$ cat src/rtl/bin2bcd_seq_if.sv
// Handshake and result bundle for the sequential binary-to-BCD converter.
// Signals: start/bin_in (request side), ready/done (handshake status),
// overflow and number_0..3 (registered result digits, ones..thousands).
interface bin2bcd_seq_if #(
    parameter int BIN_WIDTH = 14
);
    logic                 start;
    logic [BIN_WIDTH-1:0] bin_in;
    logic                 ready;
    logic                 done;
    logic                 overflow;
    logic [3:0]           number_0;
    logic [3:0]           number_1;
    logic [3:0]           number_2;
    logic [3:0]           number_3;

    // Requester: drives the request, observes status and result.
    modport master (
        output start, bin_in,
        input  ready, done, overflow, number_0, number_1, number_2, number_3
    );

    // Converter: accepts the request, drives status and result.
    modport slave (
        input  start, bin_in,
        output ready, done, overflow, number_0, number_1, number_2, number_3
    );
endinterface

$ cat src/rtl/bin2bcd_seq.sv
// Sequential double-dabble binary-to-BCD converter feeding a 4-digit display.
// Latency: done and new digits BIN_WIDTH+2 edges after the accepting edge (edge
// counted as 1); ready only in IDLE, so a start while busy is ignored, not queued.
// Ports: clk, reset (sync, active-high), bus (bin2bcd_seq_if.slave: start, bin_in,
// ready, done, overflow, number_0..3). Macro BIN2BCD_BLANK_EN enables
// leading-zero blanking (blank code 4'hF); default build emits plain BCD.
module bin2bcd_seq #(
    parameter int BIN_WIDTH = 14
) (
    input logic           clk,
    input logic           reset,
    bin2bcd_seq_if.slave  bus
);
    localparam int CW = $clog2(BIN_WIDTH + 1);
    localparam logic [CW-1:0] LAST = CW'(BIN_WIDTH - 1);

    typedef enum logic [1:0] {IDLE, SHIFT, LOAD} state_t;

    state_t               state;
    state_t               state_nxt;
    logic [BIN_WIDTH-1:0] shift_reg;
    logic [15:0]          scratch;
    logic [15:0]          adj;
    logic [15:0]          disp;
    logic [CW-1:0]        cnt;
    logic                 ovf_pend;

    // State register
    always_ff @(posedge clk) begin
        if (reset) begin
            state <= IDLE;
        end else begin
            state <= state_nxt;
        end
    end

    // Next state and handshake
    always_comb begin
        state_nxt = state;
        bus.ready = 1'b0;
        case (state)
            IDLE: begin
                bus.ready = 1'b1;
                if (bus.start) begin
                    state_nxt = SHIFT;
                end
            end
            SHIFT: begin
                if (cnt == LAST) begin
                    state_nxt = LOAD;
                end
            end
            LOAD:    state_nxt = IDLE;
            default: state_nxt = IDLE;
        endcase
    end

    // Add-3 correction on every nibble that would reach >=10 after the shift.
    always_comb begin
        adj = scratch;
        for (int i = 0; i < 4; i++) begin
            if (scratch[4*i +: 4] >= 4'd5) begin
                adj[4*i +: 4] = scratch[4*i +: 4] + 4'd3;
            end
        end
    end

    // Display value: saturate to 9999 on overflow; the scratch register only
    // holds four digits, so the out-of-range flag is taken from the captured
    // value rather than from a carry out of the BCD register.
    always_comb begin
        disp = ovf_pend ? 16'h9999 : scratch;
`ifdef BIN2BCD_BLANK_EN
        if (!ovf_pend && disp[15:12] == 4'd0) begin
            disp[15:12] = 4'hF;
            if (disp[11:8] == 4'd0) begin
                disp[11:8] = 4'hF;
                if (disp[7:4] == 4'd0) begin
                    disp[7:4] = 4'hF;
                end
            end
        end
`endif
    end

    // Datapath and registered outputs
    always_ff @(posedge clk) begin
        if (reset) begin
            shift_reg    <= '0;
            scratch      <= '0;
            cnt          <= '0;
            ovf_pend     <= 1'b0;
            bus.done     <= 1'b0;
            bus.overflow <= 1'b0;
            bus.number_0 <= 4'd0;
            bus.number_1 <= 4'd0;
            bus.number_2 <= 4'd0;
            bus.number_3 <= 4'd0;
        end else begin
            bus.done <= 1'b0;
            case (state)
                IDLE: begin
                    if (bus.start) begin
                        shift_reg <= bus.bin_in;
                        scratch   <= '0;
                        cnt       <= '0;
                        ovf_pend  <= 32'(bus.bin_in) > 32'd9999;
                    end
                end
                SHIFT: begin
                    {scratch, shift_reg} <= {adj, shift_reg} << 1;
                    cnt                  <= cnt + CW'(1);
                end
                LOAD: begin
                    bus.number_0 <= disp[3:0];
                    bus.number_1 <= disp[7:4];
                    bus.number_2 <= disp[11:8];
                    bus.number_3 <= disp[15:12];
                    bus.overflow <= ovf_pend;
                    bus.done     <= 1'b1;
                end
                default: ;
            endcase
        end
    end
endmodule

$ cat src/flat_wrapper.sv
// flat-port wrapper written by rule: the top's interface ports become plain ports
module bin2bcd_seq_flat 
#(
    parameter int BIN_WIDTH = 14
)
  (clk, reset, bus_start, bus_bin_in, bus_ready, bus_done, bus_overflow, bus_number_0, bus_number_1, bus_number_2, bus_number_3);
  bin2bcd_seq_if #(.BIN_WIDTH(BIN_WIDTH)) bus_i ();
  input logic clk;
  input logic reset;
  input wire logic [$bits(bus_i.start)-1:0] bus_start;
  input wire logic [$bits(bus_i.bin_in)-1:0] bus_bin_in;
  output wire logic [$bits(bus_i.ready)-1:0] bus_ready;
  output wire logic [$bits(bus_i.done)-1:0] bus_done;
  output wire logic [$bits(bus_i.overflow)-1:0] bus_overflow;
  output wire logic [$bits(bus_i.number_0)-1:0] bus_number_0;
  output wire logic [$bits(bus_i.number_1)-1:0] bus_number_1;
  output wire logic [$bits(bus_i.number_2)-1:0] bus_number_2;
  output wire logic [$bits(bus_i.number_3)-1:0] bus_number_3;
  assign bus_i.start = bus_start;
  assign bus_i.bin_in = bus_bin_in;
  assign bus_ready = bus_i.ready;
  assign bus_done = bus_i.done;
  assign bus_overflow = bus_i.overflow;
  assign bus_number_0 = bus_i.number_0;
  assign bus_number_1 = bus_i.number_1;
  assign bus_number_2 = bus_i.number_2;
  assign bus_number_3 = bus_i.number_3;
  bin2bcd_seq #(.BIN_WIDTH(BIN_WIDTH)) u_core (.clk(clk), .reset(reset), .bus(bus_i));
endmodule
$ cat config.mk
export PLATFORM = sky130hd
export DESIGN_NAME = bin2bcd_seq_flat
export DESIGN_NICKNAME = d
export VERILOG_FILES = /design/src/rtl/bin2bcd_seq_if.sv /design/src/rtl/bin2bcd_seq.sv /design/src/flat_wrapper.sv
export SDC_FILE = /design/constraint.sdc
export NUM_CORES = 1
export LEC_CHECK = 0
export ABC_AREA = 1
export CORE_MARGIN = 2
export CORE_UTILIZATION = 54
export CTS_CLUSTER_SIZE = 10
export DETAILED_ROUTE_END_ITERATION = 8
export GPL_TIMING_DRIVEN = 0
export PLACE_DENSITY = 0.8
export SKIP_LAST_GASP = 1
export SLEW_MARGIN = 10
export SYNTH_ARGS = -nofsm -noshare
export SYNTH_HDL_FRONTEND = slang
export SYNTH_SLANG_ARGS = --single-unit
$ cat constraint.sdc
create_clock -name clk -period 1.4 [get_ports clk]
set_input_delay 0.28 -clock clk [delete_from_list [all_inputs] [get_ports clk]]
set_output_delay 0.28 -clock clk [all_outputs]
set_load 0.05 [all_outputs]
==> out/summary.md <==
## Worst hold path
- **number of cells on the worst hold path** 2
- **worst min path class** reg -> reg

## Setup path
- **Largest stage delay, worst path** 0.37 ns
- **Required @ worst endpoint** 1.12 ns
- **largest fanout on the critical path** 4
- **Critical-path top delay cell** dfxtp_2
- **Data arrival, critical path** 1.06 ns
- **crit path cell chain** nor2_4 > buf_2
- **reg2reg path depth** 9
- **Worst Path Class, Setup** reg -> out
- **launching element type of the critical path** register
- **sort of element at the end of the critical path** primary output

## Finish
- **antenna diode count** 0
- **fraction of layout cells with a size suffix above 1** 14.47%
- **final-stage net count** 420
- **Non-Filler Cell Area, Final** 3063 um2
- **Area growth syn-to-layout** 22.95%
- **flip-flop count of the largest register, all copies and words added** 16

## Power
- **total leakage power** 1.189 nW
- **Worst VDD drop** 0.0006240 V
- **power per unit of standard cell area** 891.1 nW/um2

## Drt
- **ANT nets after route** 0
- **via count normalized by instance count** 5.388
- **final wirelength** 5676 um
- **initial drt markers** 194
- **Residual DRC** 0
- **average routed wire per standard cell** 12.73 um
- **detailed-route via count** 2403
- **count of TritonRoute iterations in the first routing pass** 5

## Die
- **die boundary width** 71.92 um
- **total core area** 4414 um2
- **row cnt** 24
- **full die area** 5172 um2
- **Boundary Pins** 36
- **Die Y-Extent** 71.92 um
- **Initial Util** 56.43%

## GRT
- **peak-usage layer in the global routing report** met2
- **maximum number of pins on one net before global-route repair** 16
- **met2 demand-to-capacity share in global routing** 39.30%
- **via count of the first global-routing pass** 2174
- **total congestion overflow after global routing** 0
- **wire length of the first global-routing pass** 9356 um
- **global-route met3 utilization** 3.611%
- **number of antenna violations at the first check in global routing** 0
- **met1 GRT Util** 28.90%
- **total global-route track usage** 23.03%

## STA
- **FMAX** 747.2 MHz
- **final worst clock skew** 0.007536 ns
- **slew margin rel.** 65.10%
- **Tightest Pin Transition** 0.5235 ns
- **worst setup slack after layout** 0.06168 ns
- **total setup violations reported at the end of the flow** 0
- **final-report max-slew violation count** 0
- **share of the clock period used by the worst path after layout** 95.59%
- **final number of hold-violating endpoints** 0
- **setup repair after global routing missed its margin** true
- **fin crit period** 1.338 ns

## Logic synthesis
- **number of distinct library cells after synthesis** 21
- **area of the mapped netlist** 2491 um2
- **count of mapped cells out of synthesis** 349
- **post-synth net total** 376
- **Seq/Total Area, Yosys** 44.20%
- **total of warnings raised by yosys** 0
- **flop and latch count out of synthesis** 55
- **post-synthesis area per instance** 7.138 um2

## Outcome
- **outcome** complete, no violations

## Clock network
- **total clock buffers created by CTS** 5
- **clock sink total** 55
- **CTS H-tree lvls** 2
- **Root Driver** clkbuf_8
- **clock-pin transition on the worst setup and hold timing paths** 0.10 ns
- **clk buf depth** 2
- **number of buffers inserted for hold repair after clock tree synthesis** 0
- **worst-skew pair later-pin latency** 0.31 ns
- **TritonCTS clock tree** yes

## Placement
- **HPWL after detailed placement** 4032 um
- **pre-CTS setup slack** -0.5380 ns
- **number of input and output port buffers inserted** 35
- **placement-stage cell area** 2914 um2
- **routability cong.** 0.8548

## Job
- **number of maximum-capacitance constraint violations** 0

## kinds of logic (layout without fill, tap and decap cells)
kind of cell             count (synthesis)  count (layout)  synth area share [%]
adder cells (fa/ha/maj)                 10              10                 5.023
AO/OA/AOI/OAI                           67              67                 14.57
buffers and inverters                   43              88                 7.283
AND/OR/NAND/NOR                        174             174                 28.93
flip-flops                              55              55                 44.20
## Yosys cell counts
library cell  count  area (um2)
buf_4             1       7.510
a31oi_1          12       75.07
a22oi_1           1       7.510
nand3_1          18       90.09
inv_2             2       7.510
ha_1             10       125.1
nand4_1           8       50.05
a21oi_1          35       175.2
nand2_1         118       442.9
o21ai_0          13       65.06
dfxtp_1          55        1101
clkbuf_1          3       11.26
o211ai_1          4       30.03
inv_1            27       101.4
nor2_1           25       93.84
buf_6             1       11.26
o21ai_1           2       10.01
buf_1             2       7.510
buf_2             7       35.03
nor2_4            3       33.78
nor3_1            2       10.01
## critical path, delay by kind of cell, from the launching register on
kind	cells	cell delay (ns)
flops	1	0.37
buf+inv	1	0.26
simple gates	1	0.11
## layer usage
layer,up-vias,share of wire (%)
met4,0,1.7
met5,-,0
li1,1224,-
met1,1089,45
met3,12,4.9
met2,78,48
## layout make-up
type | count | area, um2
plain buffers | 14 | 81.33
clock buffers | 7 | 76.32
inverters | 29 | 108.9
flip-flops and latches | 55 | 1112
well taps | 52 | 65.06
repair buffers | 37 | 382.9
clock inverters | 1 | 5.005
fillers | 366 | 1351
multi-input cells | 251 | 1231
## placed cells by master, fill, tap and decap left out, drive strengths merged
cell type      instances
a21oi                 35
a22oi                  1
a31oi                 12
buf                   13
clkbuf                11
clkdlybuf4s15         18
clkdlybuf4s50         16
clkinv                 1
dfxtp                 55
ha                    10
inv                   29
nand2                118
nand3                 18
nand4                  8
nor2                  28
nor3                   2
o211ai                 4
o21ai                 15
## worst paths after layout
| path | start | endpoint | slack [ns] |
|---|---|---|---|
| setup / recovery | u_core.state[0] | bus_ready | 0.06 |
| hold / removal | u_core.bus.number_0[2] | u_core.bus.number_0[2] | 0.47 |
| setup reg to reg | u_core.scratch[9] | u_core.scratch[12] | 0.08 |
| hold reg to reg | u_core.bus.number_0[2] | u_core.bus.number_0[2] | 0.47 |
## metrics by stage
stage	total power [W]	hold slack, ns	cells	TNS (ns)	utilization (%)
5_1_grt	0.002829	0.4866	446	-0.09178	69.39
6_report	0.002729	0.4697	446	0	69.39
2_1_floorplan	0.001798	0.4229	349	0	-
3_5_place_dp	0.001906	0.4560	436	-15.34	66.01
4_1_cts	0.002748	0.4703	444	-0.01460	68.45
3_3_place_gp	0.001902	0.4532	436	-14.37	66.01
## power breakdown
| part | internal (W) | leakage (nW) | switching [W] |
|---|---|---|---|
| clock network | 0.000353 | 0.0422 | 0.000504 |
| registers | 0.00160 | 0.449 | 0.0000278 |
| logic | 0.0000988 | 0.697 | 0.000150 |
| total | 0.00205 | 1.19 | 0.000681 |
## repair_timing
action	CTS	global route
pin swaps	0	1
resized for setup	65	12
endpoints found under the setup margin	46	42
setup buffers	0	2
Power figures use the tool's default switching activity.
